[config.mk]
export PLATFORM = sky130hd
export DESIGN_NAME = add_seq_64
export DESIGN_NICKNAME = d
export VERILOG_FILES = /design/src/rtl/add_seq_64_pkg.sv /design/src/rtl/add_seq_64_cla_16.sv /design/src/rtl/add_seq_64.sv
export SDC_FILE = /design/constraint.sdc
export NUM_CORES = 1
export LEC_CHECK = 0
export ABC_CLOCK_PERIOD_IN_PS = 9400
export BUFFER_PORTS_ARGS = -buffer_cell sky130_fd_sc_hd__buf_4
export CORE_ASPECT_RATIO = 0.7
export CORE_UTILIZATION = 60
export CTS_CLUSTER_DIAMETER = 120
export DETAILED_ROUTE_END_ITERATION = 6
export PLACE_DENSITY = 0.85
export SLEW_MARGIN = 40
export SYNTH_ARGS = -nofsm -noshare
export SYNTH_HDL_FRONTEND = slang
export SYNTH_SLANG_ARGS = --single-unit
[constraint.sdc]
create_clock -name clk -period 9.4 [get_ports clk]
set_clock_uncertainty 0.1 [all_clocks]
set_input_delay 0 -clock clk [delete_from_list [all_inputs] [get_ports clk]]
set_output_delay 0 -clock clk [all_outputs]
set_load 0.02 [all_outputs]
[src/rtl/add_seq_64_pkg.sv]
// Shared constants for the iterative adder: slice width, FSM encodings and
// the slice-index width helper.
package add_seq_64_pkg;

  localparam int SLICE_W = 16;

  localparam logic [1:0] IDLE = 2'd0;
  localparam logic [1:0] RUN  = 2'd1;
  localparam logic [1:0] DONE = 2'd2;

  // A single-slice build still needs a one-bit index register.
  function automatic int idx_width(input int nslice);
    return (nslice <= 2) ? 1 : $clog2(nslice);
  endfunction

endpackage

[src/rtl/add_seq_64_cla_16.sv]
// 16-bit carry-lookahead adder built from four 4-bit groups. GM_PM=1 resolves
// group carries in one lookahead level; GM_PM=0 ripples between groups.
module cla_16 #(
  parameter bit GM_PM = 1'b0
) (
  input  logic [15:0] A,
  input  logic [15:0] B,
  input  logic        Ci,
  output logic [15:0] S,
  output logic        Co
);

  logic [15:0] g;
  logic [15:0] p;
  logic [15:0] c;
  logic [3:0]  gg;
  logic [3:0]  gp;
  logic [4:0]  gc;

  assign g = A & B;
  assign p = A ^ B;

  always_comb begin
    gg = '0;
    gp = '0;
    for (int k = 0; k < 4; k++) begin
      gg[k] = g[4*k+3]
            | (p[4*k+3] & g[4*k+2])
            | (p[4*k+3] & p[4*k+2] & g[4*k+1])
            | (p[4*k+3] & p[4*k+2] & p[4*k+1] & g[4*k]);
      gp[k] = &p[4*k +: 4];
    end
  end

  generate
    if (GM_PM) begin : g_lookahead
      always_comb begin
        logic term;
        gc    = '0;
        gc[0] = Ci;
        for (int j = 0; j < 4; j++) begin
          term = Ci;
          for (int m = 0; m <= j; m++) term = term & gp[m];
          for (int m = 0; m <= j; m++) begin
            logic t;
            t = gg[m];
            for (int n = m + 1; n <= j; n++) t = t & gp[n];
            term = term | t;
          end
          gc[j+1] = term;
        end
      end
    end else begin : g_ripple
      always_comb begin
        gc    = '0;
        gc[0] = Ci;
        for (int j = 0; j < 4; j++) gc[j+1] = gg[j] | (gp[j] & gc[j]);
      end
    end
  endgenerate

  always_comb begin
    c = '0;
    for (int k = 0; k < 4; k++) begin
      c[4*k] = gc[k];
      for (int i = 0; i < 3; i++) c[4*k+i+1] = g[4*k+i] | (p[4*k+i] & c[4*k+i]);
    end
  end

  assign S  = p ^ c;
  assign Co = gc[4];

endmodule

[src/rtl/add_seq_64.sv]
// Iterative XLEN-bit add/sub that walks one CLA_16 across XLEN/16 cycles.
// Optional ADD_SEQ_FLAGS_EN adds registered zero/negative/overflow flags.
module add_seq_64
  import add_seq_64_pkg::*;
#(
  parameter  int XLEN   = 64,
  localparam int NSLICE = XLEN / SLICE_W
) (
  input  logic            clk,
  input  logic            rst,
  input  logic            in_valid,
  output logic            in_ready,
  input  logic [XLEN-1:0] in_a,
  input  logic [XLEN-1:0] in_b,
  input  logic            in_sub,
  output logic            out_valid,
  input  logic            out_ready,
  output logic [XLEN-1:0] out_sum,
  output logic            out_co
`ifdef ADD_SEQ_FLAGS_EN
  ,
  output logic            out_zero,
  output logic            out_neg,
  output logic            out_ovf
`endif
);

  localparam int IDX_W = idx_width(NSLICE);

  logic [1:0]         state;
  logic [1:0]         state_nxt;
  logic [IDX_W-1:0]   idx;
  logic               carry;
  logic [XLEN-1:0]    a_reg;
  logic [XLEN-1:0]    b_reg;
  logic [XLEN-1:0]    sum_reg;
  logic [SLICE_W-1:0] sl_a;
  logic [SLICE_W-1:0] sl_b;
  logic [SLICE_W-1:0] sl_s;
  logic               sl_co;
  logic               accept;
  logic               deliver;
  logic               last;

  // in_ready is high exactly while in IDLE, so it doubles as the state gate.
  assign accept  = in_valid & in_ready;
  assign deliver = out_valid & out_ready;
  assign last    = (idx == IDX_W'(NSLICE - 1));

  assign sl_a = a_reg[idx*SLICE_W +: SLICE_W];
  assign sl_b = b_reg[idx*SLICE_W +: SLICE_W];

  cla_16 #(
    .GM_PM (1'b0)
  ) u_cla (
    .A  (sl_a),
    .B  (sl_b),
    .Ci (carry),
    .S  (sl_s),
    .Co (sl_co)
  );

  always_comb begin
    state_nxt = state;
    case (state)
      IDLE:    if (accept) state_nxt = RUN;
      RUN:     if (last) state_nxt = DONE;
      DONE:    if (deliver) state_nxt = IDLE;
      default: state_nxt = IDLE;
    endcase
  end

  // Control and output stage; the first DONE cycle loads the output register.
  always_ff @(posedge clk) begin
    if (rst) begin
      state     <= IDLE;
      in_ready  <= 1'b1;
      out_valid <= 1'b0;
      out_sum   <= '0;
      out_co    <= 1'b0;
      idx       <= '0;
      carry     <= 1'b0;
    end else begin
      state    <= state_nxt;
      in_ready <= (state_nxt == IDLE);
      case (state)
        IDLE: begin
          if (accept) begin
            idx   <= '0;
            carry <= in_sub;
          end
        end
        RUN: begin
          carry <= sl_co;
          if (!last) idx <= idx + 1'b1;
        end
        DONE: begin
          if (!out_valid) begin
            out_valid <= 1'b1;
            out_sum   <= sum_reg;
            out_co    <= carry;
          end else if (out_ready) begin
            out_valid <= 1'b0;
          end
        end
        default: ;
      endcase
    end
  end

  // Operand capture and slice accumulation carry no reset; control gates them.
  always_ff @(posedge clk) begin
    if (accept) begin
      a_reg <= in_a;
      b_reg <= in_sub ? ~in_b : in_b;
    end
    if (state == RUN) sum_reg[idx*SLICE_W +: SLICE_W] <= sl_s;
  end

`ifdef ADD_SEQ_FLAGS_EN
  always_ff @(posedge clk) begin
    if (rst) begin
      out_zero <= 1'b0;
      out_neg  <= 1'b0;
      out_ovf  <= 1'b0;
    end else if ((state == DONE) && !out_valid) begin
      out_zero <= (sum_reg == '0);
      out_neg  <= sum_reg[XLEN-1];
      out_ovf  <= (a_reg[XLEN-1] == b_reg[XLEN-1]) && (sum_reg[XLEN-1] != a_reg[XLEN-1]);
    end
  end
`endif

endmodule

=== Word level (Yosys, flattened, before mapping) ===
Index checks and enable logic that the tools add are counted.

* Output and inout port bits: 67
* Input bits: 133
* Bits in registers: 264

* Muxes and demuxes: 13
* Shift-type cells: 4
* Reductions and logical operators: 10
* Add/subtract/negate cells: 2
* Bitwise logic cells: 71
* Eq/ne operators: 5

{| class="wikitable"
|+ Operators by type and width
! cell !! count
|-
| 64-bit by 7-bit indexed part select with 16-bit output || 2
|-
| 64-bit bitwise mux || 1
|-
| 64-bit 2-to-1 mux || 1
|-
| 64-bit inverter || 1
|-
| 16-bit by 34-bit variable shift with 64-bit output, first input constant || 1
|-
| 16-bit by 34-bit indexed part select with 64-bit output || 1
|-
| 1-bit AND || 38
|-
| 6-bit negation with 34-bit output || 1
|-
| 16-bit XOR || 2
|-
| 1-bit bitwise OR || 28
|-
| 16-bit AND || 1
|-
| 4-bit AND reduction || 4
|-
| 2-bit 2-to-1 mux || 5
|-
| 2-bit one-hot mux with 3 select lines || 1
|-
| 2-bit equality test, second input constant || 2
|-
| 2-bit zero test || 2
|-
| 2-bit != test, second input constant || 2
|-
| 2-bit one-hot mux with 2 select lines || 1
|-
| 2-bit AND reduction || 2
|-
| 1-bit 2-to-1 mux || 3
|-
| 3-bit AND reduction || 1
|-
| 2-bit by 1-bit adder with 2-bit output, second input constant || 1
|-
| 2-bit by 1-bit equality test with 1-bit output, second input constant || 1
|-
| 1-bit one-hot mux with 2 select lines || 1
|-
| other kinds (2) || 2
|}

=== Longest topological paths before layout ===
* Depth after elaboration: 20
* Depth in mapped cells: 14
* Depth with buffers taken out: 12

=== By module ===
Synthesis repeated with hierarchy kept, for this count alone.

* Cell total of the unflattened synthesis: 799
* Area, all modules: 10983.0 µm²

{| class="wikitable"
|+ Modules (own cells, without submodules)
! module !! seq. area each (µm²) !! times used !! cells each !! area each (µm²)
|-
| add_seq_64 || 7206.9 || 1 || 727 || 10289.9
|-
| cla_16 || 0.0 || 1 || 72 || 693.2
|}

=== Least setup slack after synthesis ===
Ideal clock, no wire load.

* Path kind: register to register
* From: register in_ready
* To: register in_ready
* Stages on the path, launching flop included: 5
* Data required time: 9.178 ns
* Arrival time: 3.997 ns
* Path slack: 5.181 ns
* Period minus slack after synthesis: 4.219 ns
* Path buffers: 0
* Cell sequence: dfxtp_1 and2_1 mux2i_1 nor3_1 nor2_1

* Cells in the longest elaborated chain, start to end: 4

{| class="wikitable"
|+ RTL lines
! what !! line !! RTL
|-
| start: declaration || add_seq_64.sv:12 || <nowiki>output logic in_ready,</nowiki>
|-
| start signal: assignment || add_seq_64.sv:85 || <nowiki>in_ready <= (state_nxt == IDLE);</nowiki>
|-
| 1-bit AND || add_seq_64.sv:46 || <nowiki>assign accept = in_valid & in_ready;</nowiki>
|-
| via accept || add_seq_64.sv:41 || <nowiki>logic accept;</nowiki>
|-
| 2-bit 2-to-1 mux || add_seq_64.sv:66 || <nowiki>IDLE: if (accept) state_nxt = RUN;</nowiki>
|-
| 2-bit one-hot mux with 3 select lines || add_seq_64.sv:65 || <nowiki>case (state)</nowiki>
|-
| 2-bit zero test || add_seq_64.sv:85 ||
|}

The timed path passes the listed nets, and every way through them passes these cells.
A chain may end at the register's enable or synchronous reset.

=== Worst setup path in the final report ===
* From: register idx[0]
* To: register sum_reg[27] (data pin)

* Cells in the longest elaborated chain, start to end: 20

{| class="wikitable"
|+ RTL lines
! what !! line !! RTL
|-
| start: declaration || add_seq_64.sv:32 || <nowiki>logic [IDX_W-1:0] idx;</nowiki>
|-
| start signal: assignment || add_seq_64.sv:95 || <nowiki>if (!last) idx <= idx + 1'b1;</nowiki>
|-
| 64-bit by 7-bit indexed part select with 16-bit output, on equally long branches || add_seq_64.sv:50, add_seq_64.sv:51 ||
|-
| 16-bit XOR or 16-bit AND (tied branches) || add_seq_64_cla_16.sv:21, add_seq_64_cla_16.sv:20 ||
|-
| 1-bit AND, on equally long branches || add_seq_64_cla_16.sv:28, add_seq_64_cla_16.sv:29, add_seq_64_cla_16.sv:30 ||
|-
| 1-bit bitwise OR (tied with other cells) || add_seq_64_cla_16.sv:28 || <nowiki>| (p[4*k+3] & g[4*k+2])</nowiki>
|-
| 1-bit bitwise OR or 1-bit AND (tied branches) || add_seq_64_cla_16.sv:29, add_seq_64_cla_16.sv:30 ||
|-
| 1-bit bitwise OR || add_seq_64_cla_16.sv:30 || <nowiki>| (p[4*k+3] & p[4*k+2] & p[4*k+1] & g[4*k]);</nowiki>
|-
| 1-bit bitwise OR || add_seq_64_cla_16.sv:57 || <nowiki>for (int j = 0; j < 4; j++) gc[j+1] = gg[j] | (gp[j] & gc[j]);</nowiki>
|-
| 1-bit AND || add_seq_64_cla_16.sv:57 ||
|-
| [4 not listed] || n/a ||
|-
| 1-bit bitwise OR || add_seq_64_cla_16.sv:66 || <nowiki>for (int i = 0; i < 3; i++) c[4*k+i+1] = g[4*k+i] | (p[4*k+i] & c[4*k+i]);</nowiki>
|-
| 1-bit AND || add_seq_64_cla_16.sv:66 ||
|-
| 1-bit bitwise OR || add_seq_64_cla_16.sv:66 ||
|-
| 1-bit AND || add_seq_64_cla_16.sv:66 ||
|-
| 1-bit bitwise OR || add_seq_64_cla_16.sv:66 ||
|-
| 16-bit XOR || add_seq_64_cla_16.sv:70 || <nowiki>assign S = p ^ c;</nowiki>
|-
| 16-bit by 34-bit indexed part select with 64-bit output || add_seq_64.sv:117 || <nowiki>if (state == RUN) sum_reg[idx*SLICE_W +: SLICE_W] <= sl_s;</nowiki>
|-
| 64-bit bitwise mux * || add_seq_64.sv:117 ||
|-
| end signal: indexed assignment || add_seq_64.sv:117 ||
|-
| end: declaration || add_seq_64.sv:36 || <nowiki>logic [XLEN-1:0] sum_reg;</nowiki>
|}

Mark *: on every way between the ends. The rest lies on a longest branch, timed or not.

==> impl_metrics.env <==
export IMPL_worstPathRequired_ps=9540
export IMPL_synth_edf_count=192
export IMPL_tightest_slew_ps=870
export IMPL_p_leak_uw=0.00557
export IMPL_final_common_cell="buf_4"
export IMPL_vdd_ir_drop_max_mv=0.125
export IMPL_clk_pin_slew_ps=70
export IMPL_nFillCells=856
export IMPL_arrival_ps=4840
export IMPL_cts_sinks=264
export IMPL_start_util_pct=62.1
export IMPL_hold_viol=0
export IMPL_grt_pass1_wl_mm=43.5
export IMPL_fp_dieH_um=114
export IMPL_syn_nets=959
export IMPL_viasPerCell=5.63
export IMPL_multi_input_area_um2=3270
export IMPL_rows=40
export IMPL_synthDistinctLibCells=39
export IMPL_hold_path_cell_count=2
export IMPL_end_kind="register"
export IMPL_grt_max_degree=94
export IMPL_relSlewSlack_pct=42.0
export IMPL_die_area_um2=18600
export IMPL_finalMaxSlewViolations=0
export IMPL_cts_setup_buffers=0
export IMPL_fin_tns_setup_ps=0
export IMPL_power_uw=2740
export IMPL_grt_pass1_vias=7781
export IMPL_core_um2=17400
export IMPL_fin_area_um2=14500
export IMPL_htreeDepth=1
export IMPL_dpl_worst_slack_ps=4850
export IMPL_portBuffers=199
export IMPL_drv_cap=0
export IMPL_critPathMaxFanout=33
export IMPL_ant_nets=0
export IMPL_cts_inserted_buffers=24
export IMPL_netlist_area_um2=10800
export IMPL_seqCellArea_um2=7210
export IMPL_overflow=0
export IMPL_cts_root_buffer="clkbuf_16"
export IMPL_setup_viol=0
export IMPL_rsz0062_at_grt="no"
export IMPL_hpwl_mm=16.2
export IMPL_track_usage_pct=32.2
export IMPL_hold_path_class="input pin to register"
export IMPL_period_share_pct=49.9
export IMPL_vias=7645
export IMPL_outcome="finished, final reports clean"
export IMPL_cts_resized=0
export IMPL_ff2ff_path_depth=12
export IMPL_clk_latency_ps=530
export IMPL_clockBufferDepth=3
export IMPL_async_flop_share_pct=0
export IMPL_fp_dieW_um=163
export IMPL_setup_ws_ps=4710
export IMPL_syn_inst=792
export IMPL_syn_to_final_growth_pct=33.9
export IMPL_drt_iter0_drc=790
export IMPL_powerDensity_nw_per_um2=189
export IMPL_ys_ff_latch=264
export IMPL_fin_crit_ps=4690
export IMPL_totalWireLength_mm=29.3
export IMPL_gp_congestion=0.840
export IMPL_post_route_drc_count=0
export IMPL_max_freq_ghz=0.213
export IMPL_ioPinCount=200
export IMPL_start_kind="register"
export IMPL_synth_flop_cell="edfxtp_1"
export IMPL_drive_gt1_share_pct=24.2
export IMPL_syn_avg_cell_area_um2=13.7
export IMPL_firstDrtPassIters=6
export IMPL_nets=1276
export IMPL_hold_buffers=132
export IMPL_seq_area_frac_synth_pct=66.6
export IMPL_antenna_found_initial=1
export IMPL_yosysWarnings=0
export IMPL_wl_per_cell_um=21.6
export IMPL_critPathKind="register to register"
export IMPL_layout_common_cells="200 x buf_4, 192 x edfxtp_1, 133 x nand2_1"
export IMPL_placed_area_um2=12400
export IMPL_cts_tree="done"
-- routing by layer --
| layer | vias up | share of wire [%] | track usage, % |
|---|---|---|---|
| met4 | 0 | 4.7 | 15.2 |
| met2 | 463 | 51 | 56.2 |
| li1 | 3405 | - | - |
| met3 | 89 | 8.8 | 6.74 |
| met5 | - | 0 | 0 |
| met1 | 3688 | 36 | 38.4 |
-- cells in the mapped netlist (all sizes together), types with 4 or more instances --
master | instances | area (um^2)
a21oi | 74 | 370
and2 | 5 | 31.3
buf | 30 | 195
clkbuf | 13 | 48.8
dfxtp | 72 | 1440
edfxtp | 192 | 5770
fa | 12 | 240
ha | 22 | 275
inv | 30 | 113
mux4 | 32 | 721
nand2 | 133 | 499
nand3 | 4 | 20.0
nor2 | 73 | 274
xor2 | 67 | 587
-- power by group --
group | total (uW) | switching, uW | internal (uW) | leakage [uW]
Combinational | 403 | 227 | 176 | 0.00281
Sequential | 1350 | 28.0 | 1330 | 0.00238
Clock | 985 | 425 | 560 | 0.000373
Total | 2740 | 680 | 2060 | 0.00557
-- worst paths after layout --
path	start	end	slack, ps
worst max-delay path	idx[0]$_SDFFE_PP0P_	sum_reg[27]$_DFFE_PP_	4710
worst min-delay path	in_sub	b_reg[31]$_DFFE_PP_	10
worst max register to register	idx[0]$_SDFFE_PP0P_	sum_reg[27]$_DFFE_PP_	4710
worst min register to register	out_sum[45]$_SDFFE_PP0P_	out_sum[45]$_SDFFE_PP0P_	350
-- cell families (layout without fill, tap and decap cells) --
group	Yosys count	count (layout)	share of synthesized area, %
adders and majority gates	34	34	4.76
xor gates and xnor gates	68	68	5.50
and+or+nand+nor	228	228	8.42
other	0	1	0
DFF	264	264	66.6
muxes	35	35	6.95
AOI/OAI and AO/OA	90	90	4.47
buffers and inverters	73	407	3.30
-- stage by stage --
| step | utilization (%) | hold WS [ps] | std cells |
|---|---|---|---|
| 2_1_floorplan | - | -1.13 | 792 |
| 3_3_place_gp | 71.1 | 78.8 | 1182 |
| 3_5_place_dp | 71.2 | 79.4 | 1182 |
| 4_1_cts | 83.2 | 23.0 | 1357 |
| 5_1_grt | 83.2 | 39.6 | 1358 |
| 6_report | 83.2 | 10.8 | 1358 |
-- critical path, stage by stage (launching register included) --
cell	delay, ps
dfxtp_2	480
buf_4	540
mux4_2	620
ha_1	310
a21oi_1	90
o211ai_1	270
a21oi_1	100
o21a_1	190
fa_1	400
fa_1	420
fa_1	420
xor2_1	350
nor2_1	100
-- final cells by class --
cell class | instances | share of cell area, %
Multi-Input combinational cell | 455 | 22.5
Clock buffer | 37 | 4.76
Sequential cell | 264 | 49.8
Antenna cell | 1 | 0.0173
Clock inverter | 6 | 0.535
Inverter | 30 | 0.777
Tap cell | 231 | 1.99
Timing Repair Buffer | 334 | 19.6
Power figures use the tool's default switching activity.
